### config.mk
export PLATFORM = sky130hd
export DESIGN_NAME = reorder_buffer
export DESIGN_NICKNAME = d
export VERILOG_FILES = /design/src/rtl/reorder_buffer.sv
export SDC_FILE = /design/constraint.sdc
export NUM_CORES = 1
export LEC_CHECK = 0
export CAP_MARGIN = 20
export CORE_MARGIN = 10
export CORE_UTILIZATION = 65
export CTS_BUF_LIST = sky130_fd_sc_hd__clkbuf_4 sky130_fd_sc_hd__clkbuf_8
export DETAILED_ROUTE_END_ITERATION = 8
export HOLD_SLACK_MARGIN = 0.08
export PLACE_DENSITY = 0.85
export RECOVER_POWER = 25
export SLEW_MARGIN = 25
export SYNTH_ARGS = -nofsm -noshare
export SYNTH_HDL_FRONTEND = slang
export SYNTH_SLANG_ARGS = --single-unit
### constraint.sdc
create_clock -name clk -period 9.2 [get_ports clk]
set_clock_uncertainty 0.15 [all_clocks]
set_input_delay 2.3 -clock clk [delete_from_list [all_inputs] [get_ports clk]]
set_output_delay 2.3 -clock clk [all_outputs]
set_load 0.01 [all_outputs]
### src/rtl/reorder_buffer.sv
// reorder_buffer
//   In-order retirement buffer for a dual-ALU out-of-order core. Dispatch
//   allocates one entry per cycle at the tail. Either ALU marks an entry done
//   through its writeback strobe. The head entry retires once it is done,
//   and its previous physical mapping is handed to the free pool.
//
// Ports
//   clk, rst                  single clock, asynchronous active-low reset
//   alloc_valid/_has_rd       dispatch request and "writes a destination" flag
//   alloc_areg/_preg/_old_preg architectural dest, new tag, tag being replaced
//   alloc_ready, rob_num      not-full indication, index handed to allocator
//   cmplN_valid, cmplN_rob    ALU0/ALU1 completion strobes and entry indices
//   flush                     synchronous discard of every entry
//   retire_valid/_areg/_preg  registered retirement report
//   rob_push, rob_free_reg    registered free-pool push
//   count, empty, full        occupancy status
module reorder_buffer #(
    parameter int PREG_WIDTH    = 6,
    parameter int AREG_WIDTH    = 5,
    parameter int ROB_DEPTH     = 16,
    parameter int ROB_IDX_WIDTH = 4
) (
    input  logic                    clk,
    input  logic                    rst,
    input  logic                    alloc_valid,
    input  logic                    alloc_has_rd,
    input  logic [AREG_WIDTH-1:0]   alloc_areg,
    input  logic [PREG_WIDTH-1:0]   alloc_preg,
    input  logic [PREG_WIDTH-1:0]   alloc_old_preg,
    output logic                    alloc_ready,
    output logic [5:0]              rob_num,
    input  logic                    cmpl0_valid,
    input  logic                    cmpl1_valid,
    input  logic [5:0]              cmpl0_rob,
    input  logic [5:0]              cmpl1_rob,
    input  logic                    flush,
    output logic                    retire_valid,
    output logic [AREG_WIDTH-1:0]   retire_areg,
    output logic [PREG_WIDTH-1:0]   retire_preg,
    output logic                    rob_push,
    output logic [PREG_WIDTH-1:0]   rob_free_reg,
    output logic [ROB_IDX_WIDTH:0]  count,
    output logic                    empty,
    output logic                    full
);

    localparam int CW = ROB_IDX_WIDTH + 1;

    logic [ROB_DEPTH-1:0]     valid_q, valid_d;
    logic [ROB_DEPTH-1:0]     done_q, done_d;
    logic [ROB_DEPTH-1:0]     hasRd_q;
    logic [AREG_WIDTH-1:0]    areg_q    [ROB_DEPTH];
    logic [PREG_WIDTH-1:0]    preg_q    [ROB_DEPTH];
    logic [PREG_WIDTH-1:0]    oldPreg_q [ROB_DEPTH];

    logic [ROB_IDX_WIDTH-1:0] head_q, head_d;
    logic [ROB_IDX_WIDTH-1:0] tail_q, tail_d;
    logic [CW-1:0]            count_q, count_d;

    logic                     retValid_q, retValid_d;
    logic [AREG_WIDTH-1:0]    retAreg_q, retAreg_d;
    logic [PREG_WIDTH-1:0]    retPreg_q, retPreg_d;
    logic                     push_q, push_d;
    logic [PREG_WIDTH-1:0]    freeReg_q, freeReg_d;

    logic [ROB_IDX_WIDTH-1:0] cmpl0Idx, cmpl1Idx;
    logic                     allocFire, retireFire;
    logic                     unusedCmplBits;

    // Only the low index bits address an entry; the rest of the 6-bit tag is padding.
    assign cmpl0Idx       = cmpl0_rob[ROB_IDX_WIDTH-1:0];
    assign cmpl1Idx       = cmpl1_rob[ROB_IDX_WIDTH-1:0];
    assign unusedCmplBits = ^{cmpl0_rob[5:ROB_IDX_WIDTH], cmpl1_rob[5:ROB_IDX_WIDTH]};

    assign full        = (count_q == CW'(ROB_DEPTH));
    assign empty       = (count_q == '0);
    assign alloc_ready = !full;
    assign count       = count_q;
    assign rob_num     = 6'(tail_q);

    // Fullness is judged before the edge, so a retire cannot make room for
    // an allocation on the same edge.
    assign allocFire  = alloc_valid && !full;
    assign retireFire = valid_q[head_q] && done_q[head_q];

    // Next-state for the bookkeeping bits, pointers, count and retire report.
    // Completions are applied before retire and alloc so that a completion
    // landing on the retiring head is cleared along with it.
    always_comb begin
        valid_d    = valid_q;
        done_d     = done_q;
        head_d     = head_q;
        tail_d     = tail_q;
        count_d    = count_q;
        retValid_d = 1'b0;
        retAreg_d  = '0;
        retPreg_d  = '0;
        push_d     = 1'b0;
        freeReg_d  = '0;

        if (flush) begin
            valid_d = '0;
            done_d  = '0;
            head_d  = '0;
            tail_d  = '0;
            count_d = '0;
        end else begin
            if (cmpl0_valid && valid_q[cmpl0Idx]) begin
                done_d[cmpl0Idx] = 1'b1;
            end
            if (cmpl1_valid && valid_q[cmpl1Idx]) begin
                done_d[cmpl1Idx] = 1'b1;
            end
            if (retireFire) begin
                valid_d[head_q] = 1'b0;
                done_d[head_q]  = 1'b0;
                head_d          = head_q + ROB_IDX_WIDTH'(1);
                retValid_d      = 1'b1;
                retAreg_d       = areg_q[head_q];
                retPreg_d       = preg_q[head_q];
                push_d          = hasRd_q[head_q];
                freeReg_d       = hasRd_q[head_q] ? oldPreg_q[head_q] : '0;
            end
            if (allocFire) begin
                valid_d[tail_q] = 1'b1;
                done_d[tail_q]  = 1'b0;
                tail_d          = tail_q + ROB_IDX_WIDTH'(1);
            end
            count_d = count_q + CW'(allocFire) - CW'(retireFire);
        end
    end

    // State register for everything that must be cleared by reset.
    always_ff @(posedge clk or negedge rst) begin
        if (!rst) begin
            valid_q    <= '0;
            done_q     <= '0;
            head_q     <= '0;
            tail_q     <= '0;
            count_q    <= '0;
            retValid_q <= 1'b0;
            retAreg_q  <= '0;
            retPreg_q  <= '0;
            push_q     <= 1'b0;
            freeReg_q  <= '0;
        end else begin
            valid_q    <= valid_d;
            done_q     <= done_d;
            head_q     <= head_d;
            tail_q     <= tail_d;
            count_q    <= count_d;
            retValid_q <= retValid_d;
            retAreg_q  <= retAreg_d;
            retPreg_q  <= retPreg_d;
            push_q     <= push_d;
            freeReg_q  <= freeReg_d;
        end
    end

    // Entry payload needs no reset: it is only read while the entry is valid.
    always_ff @(posedge clk) begin
        if (allocFire && !flush) begin
            hasRd_q[tail_q]   <= alloc_has_rd;
            areg_q[tail_q]    <= alloc_areg;
            preg_q[tail_q]    <= alloc_preg;
            oldPreg_q[tail_q] <= alloc_old_preg;
        end
    end

    assign retire_valid = retValid_q;
    assign retire_areg  = retAreg_q;
    assign retire_preg  = retPreg_q;
    assign rob_push     = push_q;
    assign rob_free_reg = freeReg_q;

endmodule

==> summary.txt, run 1 <==
Final layout
  • Most frequent cells in the layout: edfxtp_1, mux4_1, clkbuf_8, dfrtp_1, clkdlybuf4s50_1
  • Filler cells: 1,254
  • Largest registers: oldPreg_q x96, preg_q x96, areg_q x80
  • Layout Cells excl Fill: 1,178
  • Final nets: 901
  • Area grow syn2layout: 13.8%
  • Most common cell after layout, fill and taps aside: edfxtp_1
  • Final core occ: 74.5%
  • Number of diodes: 0
  • Layout cells sized above 1: 20.4%

STA
  • Final WS setup: between 3000 and 4000 ps
  • Tmin final: 6020 ps
  • Final hold violation count: 0
  • Final setup viols: 0
  • Highest clock rate: 166 MHz
  • RSZ-0062 raised after global routing: no
  • Setup TNS: 0 ps
  • Worst-Margin Slew: just under 4000 ps
  • Crit share post-route: 65.4%
  • Rel. slew slack: -157%
  • Final Max Tran Viols: 65

Placement
  • Hpwl dp: 19,300 µm
  • Gp weighted congestion: 0.892
  • PortBufs: 62
  • Placed Cells: about 1,100
  • Place WS: 4160 ps

Pwr
  • Power share of the clock group: between 30 and 40%
  • Psw: a little under 0.8 mW
  • Comb pwr share: 9.8%
  • Cell-internal power: 2.61 mW
  • Leak: 5.82 nW
  • Net Sw Frac: a little under a quarter
  • Worst vdd ir: 0.000164 V
  • Seq pwr share: 52.8%
  • PwrDens: 202 nW/µm²

Route
  • Length of the first detailed-routing pass in iterations: 5
  • Final WL: 32,800 µm
  • Initial DRC Count: about 800
  • Routed len/inst: ~28 µm
  • Routed Antenna Nets: 0
  • Residual DRC: 0
  • Vias/cell: 6.60
  • Vias: around 7,800

Synthesis
  • Cells after Synth: approximately 750
  • Synth Area in XOR/XNOR: 0.416%
  • Post-Synth Adder-Cell Area: 1.32%
  • Mux contribution to synthesized area: around 17%
  • Cell variety after synth: 58
  • Mean Syn Cell Area: 19.7 µm²
  • Top_reg_cell synth: edfxtp_1
  • Number of synthesized flops with an enable pin: approximately 290
  • Syn Std Cell Area: approximately 15,000 µm²
  • Sequential cell area fraction in the yosys report: 69.6%
  • Flops & latches, synth: 352
  • Post-synthesis simple-gate area fraction: 5.70%
  • Largest family of logic cells by synthesized area: multiplexers
  • Synth Area in Compound Gates: 3.58%
  • Async set-reset flop share out of synthesis: 18.2%
  • Synth Warn #: 0

Clock network
  • CTS Hold Bufs: 0
  • CTS H-tree depth: 2
  • Post_cts resized: 0
  • Clock Tree Root: clkbuf_8
  • CTS Buffer Depth: 3
  • Worst skew pair latency: 580 ps
  • Clock buffer count from CTS: 54
  • Post-CTS setup repair buffer count: 0
  • Clk slew on worst S/H paths: 60 ps
  • CTS sink cnt: 352
  • TritonCTS clock tree: done

Worst setup path
  • Required time of the critical path: 8290 ps
  • Worst-path cell with the longest stage delay: clkbuf_1
  • Crit Path Class: input pin to asynchronous set/reset pin
  • Worst path max stage delay: 2690 ps
  • WP data arrival: 5110 ps
  • Worst R2R Setup Slack: 5250 ps
  • RR Startpoint: head_q[2]
  • Register-to-Register Path Depth: 13
  • Max Fanout on Critical Path: 64
  • Crit path launch type: input pin
  • FF-to-FF End: count[4]
  • Critical path buffer and inverter count: 2
  • Worst path cell trace: buf_2 -> clkbuf_1
  • Worst Setup End Kind: asynchronous set/reset pin
  • Crit path max-delay family: buffers and inverters

Worst hold path
  • Hold path startpoint: valid_q[7]
  • Min-Delay Endpoint: valid_q[7]
  • Worst hold path depth: 1
  • Worst Hold Class: register to register

Floorplan
  • Initial Util: 65.5%
  • Die X: 171 µm
  • Core footprint: ~23,000 µm²
  • Die Y: 171 µm
  • # rows: 55
  • Io pins: 69
  • Die Area: 29,100 µm²

Status
  • Outcome: finished, violations left
  • Violated checks: max-capacitance violations, max-slew violations

Global route
  • Vias in the first global route: 8,245
  • First-pass GRT wire length: 49,700 µm
  • Pin count of the biggest net entering global routing: 81
  • Tot GR Track Use: 23.0%
  • Global route overflow: 0
  • Initial antenna violation count: 1

Run
  • Max-Cap Viols: 1
[power by group through the flow]
stage	clock network (mW)	logic, mW	registers (mW)
finish	1.27	0.332	1.79
global route	1.36	0.363	1.79
CTS	1.29	0.335	1.79
detailed placement	0	0.334	1.82
global placement	0	0.317	1.82
floorplan	0	0.207	1.82
[kinds of logic (layout without fill, tap and decap cells)]
family                   after synthesis  after routing
other                                  1              2
multiplexers                         104            104
XOR/XNOR                               7              7
AO/OA/AOI/OAI                         65             65
flip-flops                           352            352
adder cells (fa/ha/maj)               15             15
buffers and inverters                 60            204
AND/OR/NAND/NOR                      144            144
[metal layers]
metal / part of all wire [%] / up-vias / global-route usage, %
met1: 38 / 3985 / 30.3
met5: 0.040 / - / 0
met2: 51 / 422 / 38.7
li1: - / 3310 / -
met3: 8.5 / 58 / 4.52
met4: 1.8 / 2 / 6.29
[synthesized netlist by cell type, types with 3 or more instances]
cell	n	area, µm²
nor3_1	5	25.0
o21ai_0	4	20.0
nand3_1	7	35.0
a221oi_1	13	114
a21o_1	6	45.0
ha_1	14	175
nor2b_1	18	113
or3_1	3	18.8
buf_12	3	60.1
and4b_1	5	50.1
nor3b_1	5	37.5
o32ai_1	4	35.0
clkbuf_1	16	60.1
a221o_1	3	30.0
nor2_1	44	165
and3_1	6	37.5
a21oi_1	13	65.1
buf_6	7	78.8
mux4_1	65	1710
buf_1	4	15.0
mux2i_1	6	60.1
xnor2_1	3	26.3
a2111oi_2	4	60.1
dfrtp_1	64	1600
buf_4	3	22.5
nand4_1	8	50.1
nand2b_1	3	18.8
mux4_2	33	743
edfxtp_1	288	8650
xor2_1	4	35.0
a21boi_0	5	37.5
nor4_1	4	25.0
inv_1	19	71.3
o21ba_2	5	50.1
nand2_1	17	63.8
and2_1	5	31.3
buf_2	6	30.0
[worst max path at each step]
stage / startpoint / end / slack (ps) / depth (start not counted)
finish: rst / head_q[0] / 3180 / 2
global route: rst / head_q[0] / 2300 / 2
CTS: tail_q[2] / rob_num[2] / 4710 / 1
detailed placement: alloc_valid / count[4] / 4160 / 13
global placement: flush / preg_q[2][3] / 4250 / 5
floorplan: alloc_valid / count[4] / 4790 / 13
[layout make-up]
cell class | count | area [µm²] | area share [%]
clock buffer | 77 | 978 | 5.84
tap | 285 | 357 | 2.13
timing repair buffer | 84 | 801 | 4.78
sequential | 352 | 10300 | 61.2
multi-input combinational | 337 | 4180 | 25.0
clock inverter | 22 | 110 | 0.657
inverter | 21 | 78.8 | 0.470
[through the flow]
| step | total power [mW] | cell area, µm² | hold slack [ps] |
|---|---|---|---|
| floorplan | 2.02 | 14700 | 325 |
| global placement | 2.13 | 15600 | 368 |
| detailed placement | 2.15 | 15700 | 384 |
| CTS | 3.41 | 16700 | 399 |
| global route | 3.52 | 16800 | 413 |
| finish | 3.39 | 16800 | 403 |
(Power assumes the default switching activity.)
==> run 2, diff against run 1 <==
CORE_UTILIZATION = 56   (was 65)
PLACE_DENSITY = 0.78   (was 0.85)
clock period = 4.9 ns   (was 9.2 ns; I/O delays follow)
==> run 2 against run 1 <==
  * The flow still finishes with violations (max-capacitance violations, max-slew violations)
  * Combinational power grew 86%
  * Critical path depth grew 12
  * Design area grew 0.81%
  * Sequential cell count is the same
  * Die area grew 14%
  * First-iteration DRC count grew 6.5%
  * Count of clock-buffer cells in the layout grew 2
  * Non-clock buffer count grew 3
  * Via count grew 1.5%
  * Cell count grew 4.5%
  * Routed wire length grew 0.31%
  * Setup slack lost 2100 ps
==> summary.txt, run 2 (same netlist as run 1, synthesis figures left out) <==
Worst setup path
  • RR Startpoint: head_q[0] (was head_q[2])
  • FF-to-FF End: count[4] (unchanged)
  • Worst Setup End Kind: register (was asynchronous set/reset pin)
  • Crit path launch type: register (was input pin)
  • Register-to-Register Path Depth: 14 (was 13)
  • Worst R2R Setup Slack: 1030 ps (was 5250 ps)
  • Max Fanout on Critical Path: 33 (was 64)
  • Required time of the critical path: 5260 ps (was 8290 ps)
  • WP data arrival: 4220 ps (was 5110 ps)
  • Crit Path Class: register to register (was input pin to asynchronous set/reset pin)

Placement
  • PortBufs: 62 (unchanged)
  • Placement Cell Area: 15,800 µm² (was 15,700 µm²)
  • Gp weighted congestion: 0.908 (was 0.892)
  • Hpwl dp: 18,700 µm (was 19,300 µm)

Route
  • Initial DRC Count: 853 (was 801)
  • Length of the first detailed-routing pass in iterations: 5 (unchanged)
  • Vias: 7,894 (was 7,777)
  • Residual DRC: 0 (unchanged)
  • Routed Antenna Nets: 0 (unchanged)
  • Routed len/inst: 26.7 µm (was 27.8 µm)
  • Final WL: 32,900 µm (was 32,800 µm)
  • Vias/cell: 6.41 (was 6.60)

Worst hold path
  • Min-Delay Endpoint: valid_q[6] (was valid_q[7])
  • Hold path startpoint: valid_q[6] (was valid_q[7])
  • Worst Hold Class: register to register (unchanged)
  • Worst hold path depth: 1 (unchanged)

Global route
  • Initial antenna violation count: 2 (was 1)
  • Pin count of the biggest net entering global routing: 75 (was 81)
  • Tot GR Track Use: 19.5% (was 23.0%)
  • First-pass GRT wire length: 49,400 µm (was 49,700 µm)
  • Vias in the first global route: 8,090 (was 8,245)
  • Global route overflow: 0 (unchanged)

Clock network
  • CTS Buffer Depth: 3 (unchanged)
  • TritonCTS clock tree: done (unchanged)
  • Clock Tree Root: clkbuf_8 (unchanged)
  • Clk slew on worst S/H paths: 70 ps (was 60 ps)
  • CTS H-tree depth: 2 (unchanged)
  • Post_cts resized: 0 (unchanged)
  • Post-CTS setup repair buffer count: 0 (unchanged)
  • Worst skew pair latency: 610 ps (was 580 ps)
  • CTS sink cnt: 352 (unchanged)
  • CTS Hold Bufs: 0 (unchanged)
  • Clock buffer count from CTS: 54 (unchanged)

Floorplan
  • # rows: 59 (was 55)
  • Io pins: 69 (unchanged)
  • Core footprint: 26,000 µm² (was 22,500 µm²)
  • Die Area: 33,200 µm² (was 29,100 µm²)
  • Die Y: 182 µm (was 171 µm)
  • Initial Util: 56.7% (was 65.5%)
  • Die X: 182 µm (was 171 µm)

Final layout
  • Most common cell after layout, fill and taps aside: edfxtp_1 (unchanged)
  • Largest registers: oldPreg_q x96, preg_q x96, areg_q x80 (unchanged)
  • Most frequent cells in the layout: edfxtp_1, mux4_1, dfrtp_1, clkbuf_8, clkdlybuf4s50_1 (was edfxtp_1, mux4_1, clkbuf_8, dfrtp_1, clkdlybuf4s50_1)
  • Layout cells sized above 1: 20.6% (was 20.4%)
  • Post-route cell area: 16,900 µm² (was 16,800 µm²)
  • Multi-input logic area: 4180 µm² (unchanged)
  • Reg area: 10,300 µm² (unchanged)
  • Filler cells: 1,740 (was 1,254)
  • Number of diodes: 0 (unchanged)
  • Final nets: 904 (was 901)
  • Area grow syn2layout: 14.7% (was 13.8%)

STA
  • Setup TNS: 0 ps (unchanged)
  • Final Max Tran Viols: 30 (was 65)
  • RSZ-0062 raised after global routing: no (unchanged)
  • Final setup viols: 0 (unchanged)
  • Worst-Margin Slew: 1870 ps (was 3860 ps)
  • Tmin final: 3870 ps
  • Final hold violation count: 0 (unchanged)
  • Rel. slew slack: -25.0% (was -157%)
  • Highest clock rate: 259 MHz
  • Crit share post-route: 78.9%

Pwr
  • PwrDens: 385 nW/µm² (was 202 nW/µm²)
  • Leak: 5.85 nW (was 5.82 nW)
  • Worst vdd ir: 0.000337 V (was 0.000164 V)

Status
  • Violated checks: max-capacitance violations, max-slew violations (unchanged)
  • Outcome: finished, violations left (unchanged)

Run
  • Max-Cap Viols: 1 (unchanged)
-- run 2: worst max-delay path, cell delays in order, from the launching register on --
cell,delay [ps]
dfrtp_4,770
mux4_1,650
a21oi_2,190
nor4b_4,100
a31o_2,370
ha_1,310
inv_1,40
ha_1,180
inv_1,80
fa_1,210
inv_1,50
a21oi_1,120
nor2_1,60
or3_1,340
a21oi_1,150
-- run 2: layout make-up --
type / instances / area share, %
clock buffer: 79 / 5.69
clock inverter: 20 / 1.10
timing repair buffer: 87 / 4.82
multi-input combinational: 337 / 24.8
inverter: 21 / 0.466
sequential: 352 / 60.7
tap: 335 / 2.48
-- run 2: power by group --
part           leakage [nW]  internal (mW)  switching [mW]
Clock                 0.602           1.43            1.11
Sequential             3.48           3.31          0.0497
Combinational          1.77          0.296           0.321
Total                  5.85           5.03            1.48
-- run 2: worst max path at each step --
stage                to         from  slack [ps]  cells after the start
2_1_floorplan  count[4]  alloc_valid        1570                     13
3_3_place_gp   count[4]  alloc_valid        1010                     13
3_5_place_dp   count[4]  alloc_valid         980                     13
4_1_cts        count[4]    head_q[0]        1040                     14
5_1_grt        count[4]    head_q[0]         900                     14
6_report       count[4]    head_q[0]        1030                     14
-- run 2: per-stage QoR --
step | hold WS, ps | std cells | util (%) | total power, mW | worst slack [ps]
floorplan | 325 | 749 | - | 3.80 | 1570
global placement | 384 | 1132 | 60.6 | 4.02 | 1010
detailed placement | 379 | 1132 | 60.6 | 4.04 | 978
CTS | 391 | 1231 | 65.0 | 6.56 | 1040
global route | 425 | 1231 | 65.0 | 6.76 | 896
finish | 396 | 1231 | 65.0 | 6.51 | 1030
-- run 2: routing by layer --
metal  up-vias  wire length (µm)  track usage (%)
li1       3320                 -                -
met1      4117             13100             25.2
met2       376             16400             32.6
met3        77              2470             3.90
met4         4               824             6.61
met5         -                20                0
==> run 3, diff against run 2 <==
CORE_UTILIZATION = 62   (was 56)
PLACE_DENSITY = 0.82   (was 0.78)
clock period = 3.7 ns   (was 4.9 ns; I/O delays follow)
==> run 3 against run 2 <==
  * Non-clock buffer count is 13 higher
  * Total power grew 26%
  * Combinational power rose by 36%
  * Design area about the same
  * Routed wire length shrank 2.2%
  * Clock power grew 15%
  * Register-to-register slack worse by 740 ps
  * Sequential share of layout area about the same
  * The flow still finishes with violations (max-capacitance violations, max-slew violations)
==> summary.txt, run 3 (same netlist as run 1, synthesis figures left out) <==
Pwr
  • Worst vdd ir: 0.000376 V (was 0.000337 V)
  • Comb pwr share: 10.2% (was 9.5%)
  • Net Sw Frac: 23.1% (was 22.7%)
  • Psw: 1.89 mW (was 1.48 mW)
  • Overall Power: 8.20 mW (was 6.51 mW)
  • Cell-internal power: 6.31 mW (was 5.03 mW)
  • Seq pwr share: 54.2% (was 51.6%)
  • Power share of the clock group: 35.6% (was 38.9%)
  • PwrDens: 485 nW/µm² (was 385 nW/µm²)
  • Leak: 5.85 nW (about the same)

Clock network
  • TritonCTS clock tree: done (unchanged)
  • Worst skew pair latency: 580 ps (was 610 ps)
  • Clock buffer count from CTS: 53 (was 54)
  • CTS Buffer Depth: 3 (unchanged)
  • CTS sink cnt: 352 (unchanged)
  • Clock Tree Root: clkbuf_8 (unchanged)
  • Post-CTS setup repair buffer count: 0 (unchanged)
  • CTS H-tree depth: 2 (unchanged)
  • Post_cts resized: 0 (unchanged)
  • CTS Hold Bufs: 0 (unchanged)
  • Clk slew on worst S/H paths: 70 ps (about the same)

STA
  • Final WS setup: 298 ps (was 1030 ps)
  • Rel. slew slack: -3.63% (was -25.0%)
  • Final hold violation count: 0 (unchanged)
  • Worst-Margin Slew: 1550 ps (was 1870 ps)
  • Tmin final: 3400 ps (was 3870 ps)
  • Highest clock rate: 294 MHz (was 259 MHz)
  • Setup TNS: 0 ps (unchanged)
  • Crit share post-route: 91.9% (was 78.9%)
  • Final setup viols: 0 (unchanged)
  • Final Max Tran Viols: 29 (was 30)
  • RSZ-0062 raised after global routing: no (unchanged)

Worst setup path
  • Worst path max stage delay: 590 ps (was 770 ps)
  • WP data arrival: 3750 ps (was 4220 ps)
  • Max Fanout on Critical Path: 13 (was 33)
  • Worst Setup End Kind: register (unchanged)
  • Worst path cell trace: mux4_1 -> a21oi_2 -> nor4b_4 -> a31o_2 -> ha_1 -> inv_1 -> ha_1 -> inv_1 -> fa_1 -> inv_1 -> a21oi_1 -> nor2_1 -> or3_1 -> a21oi_1 (unchanged)
  • Worst-path cell with the longest stage delay: mux4_1 (was dfrtp_4)
  • CP dominant cell by count: inv_1 (unchanged)
  • Crit Path Class: register to register (unchanged)
  • Required time of the critical path: 4050 ps (was 5260 ps)
  • Crit path launch type: register (unchanged)

Placement
  • PortBufs: 62 (unchanged)
  • Hpwl dp: 19,500 µm (was 18,700 µm)
  • Place WS: 274 ps (was 978 ps)
  • Gp weighted congestion: 0.972 (was 0.908)
  • Placed Cells: 1,129 (was 1,132)

Status
  • Violated checks: max-capacitance violations, max-slew violations (unchanged)
  • Outcome: finished, violations left (unchanged)

Route
  • Residual DRC: 0 (unchanged)
  • Routed len/inst: 26.3 µm (was 26.7 µm)
  • Top layer reached by signal wires: met5 (unchanged)
  • Initial DRC Count: 921 (was 853)
  • Vias: 7,859 (was 7,894)
  • Met1 Wirelength: 12,000 µm (was 13,100 µm)
  • Vias/cell: 6.42 (was 6.41)
  • Routed Antenna Nets: 0 (unchanged)
  • Length of the first detailed-routing pass in iterations: 5 (unchanged)
  • Met2 routed WL: 16,300 µm (was 16,400 µm)
  • Met3 WL: 2750 µm (was 2470 µm)
  • Final WL: 32,100 µm (was 32,900 µm)

Floorplan
  • # rows: 56 (was 59)
  • Die Area: 30,300 µm² (was 33,200 µm²)
  • Io pins: 69 (unchanged)
  • Die Y: 174 µm (was 182 µm)
  • Die X: 174 µm (was 182 µm)
  • Initial Util: 63.0% (was 56.7%)
  • Core footprint: 23,400 µm² (was 26,000 µm²)

Final layout
  • Area grow syn2layout: 14.7% (about the same)
  • Most common cell after layout, fill and taps aside: edfxtp_1 (unchanged)
  • Filler cells: 1,400 (was 1,740)
  • Most frequent cells in the layout: edfxtp_1, mux4_1, dfrtp_1, clkbuf_8, clkdlybuf4s50_1 (unchanged)
  • Layout Cells excl Fill: 1,224 (was 1,231)
  • Layout cells sized above 1: 20.7% (was 20.6%)
  • Final core occ: 72.2% (was 65.0%)
  • Final nets: 916 (was 904)
  • Largest registers: oldPreg_q x96, preg_q x96, areg_q x80 (unchanged)

Run
  • Max-Cap Viols: 1 (unchanged)

Worst hold path
  • Worst Hold Class: register to register (unchanged)

Global route
  • Pin count of the biggest net entering global routing: 68 (was 75)
  • Tot GR Track Use: 21.1% (was 19.5%)
  • Initial antenna violation count: 2 (unchanged)
  • First-pass GRT wire length: 49,100 µm (was 49,400 µm)
  • Vias in the first global route: 8,231 (was 8,090)
  • Global route overflow: 0 (unchanged)
## run 3: per-layer routing
| metal | track usage, % | up-vias |
|---|---|---|
| li1 | - | 3338 |
| met1 | 26.2 | 4029 |
| met2 | 34.9 | 392 |
| met3 | 5.18 | 98 |
| met4 | 8.87 | 2 |
| met5 | 0 | - |
## run 3: power groups by stage
stage                     sequential [mW]  combinational [mW]  clock, mW
after floorplan                      4.52               0.515          0
after global placement               4.51               0.820          0
after detailed placement             4.52               0.844          0
after CTS                            4.44               0.849       2.97
after global routing                 4.45               0.918       3.15
final                                4.44               0.840       2.92
## run 3: path summary, 6_finish.rpt
kind,start,end,slack (ps),cells after the start
max,head_q[0],count[4],300,14
max in group asynchronous,rst,retire_areg[1],820,2
min reg2reg,valid_q[5],valid_q[5],410,1
min,valid_q[5],valid_q[5],410,1
min in group asynchronous,rst,tail_q[0],570,1
max reg2reg,head_q[0],count[4],300,14
## run 3: cell type report
| type | count | area, µm² | share of cell area, % |
|---|---|---|---|
| antenna | 1 | 2.50 | 0.0148 |
| multi-input combinational | 337 | 4180 | 24.7 |
| timing repair buffer | 100 | 1010 | 5.97 |
| sequential | 352 | 10300 | 60.7 |
| clock inverter | 25 | 120 | 0.711 |
| tap | 319 | 399 | 2.36 |
| inverter | 21 | 78.8 | 0.466 |
| clock buffer | 69 | 856 | 5.06 |
## run 3: stage by stage
step	area [µm²]	hold WS, ps
after floorplan	14700	325
after global placement	15900	358
after detailed placement	15900	384
after CTS	16900	215
after global routing	16900	422
final	16900	405
## run 3: worst max-delay path, delay by kind of cell, from the launching register on
| kind | cells | cell delay [ps] |
|---|---|---|
| fa+ha+maj | 3 | 660 |
| mux | 1 | 590 |
| flops | 1 | 550 |
| simple gates | 3 | 490 |
| compound gates | 4 | 710 |
| buf+inv | 3 | 170 |
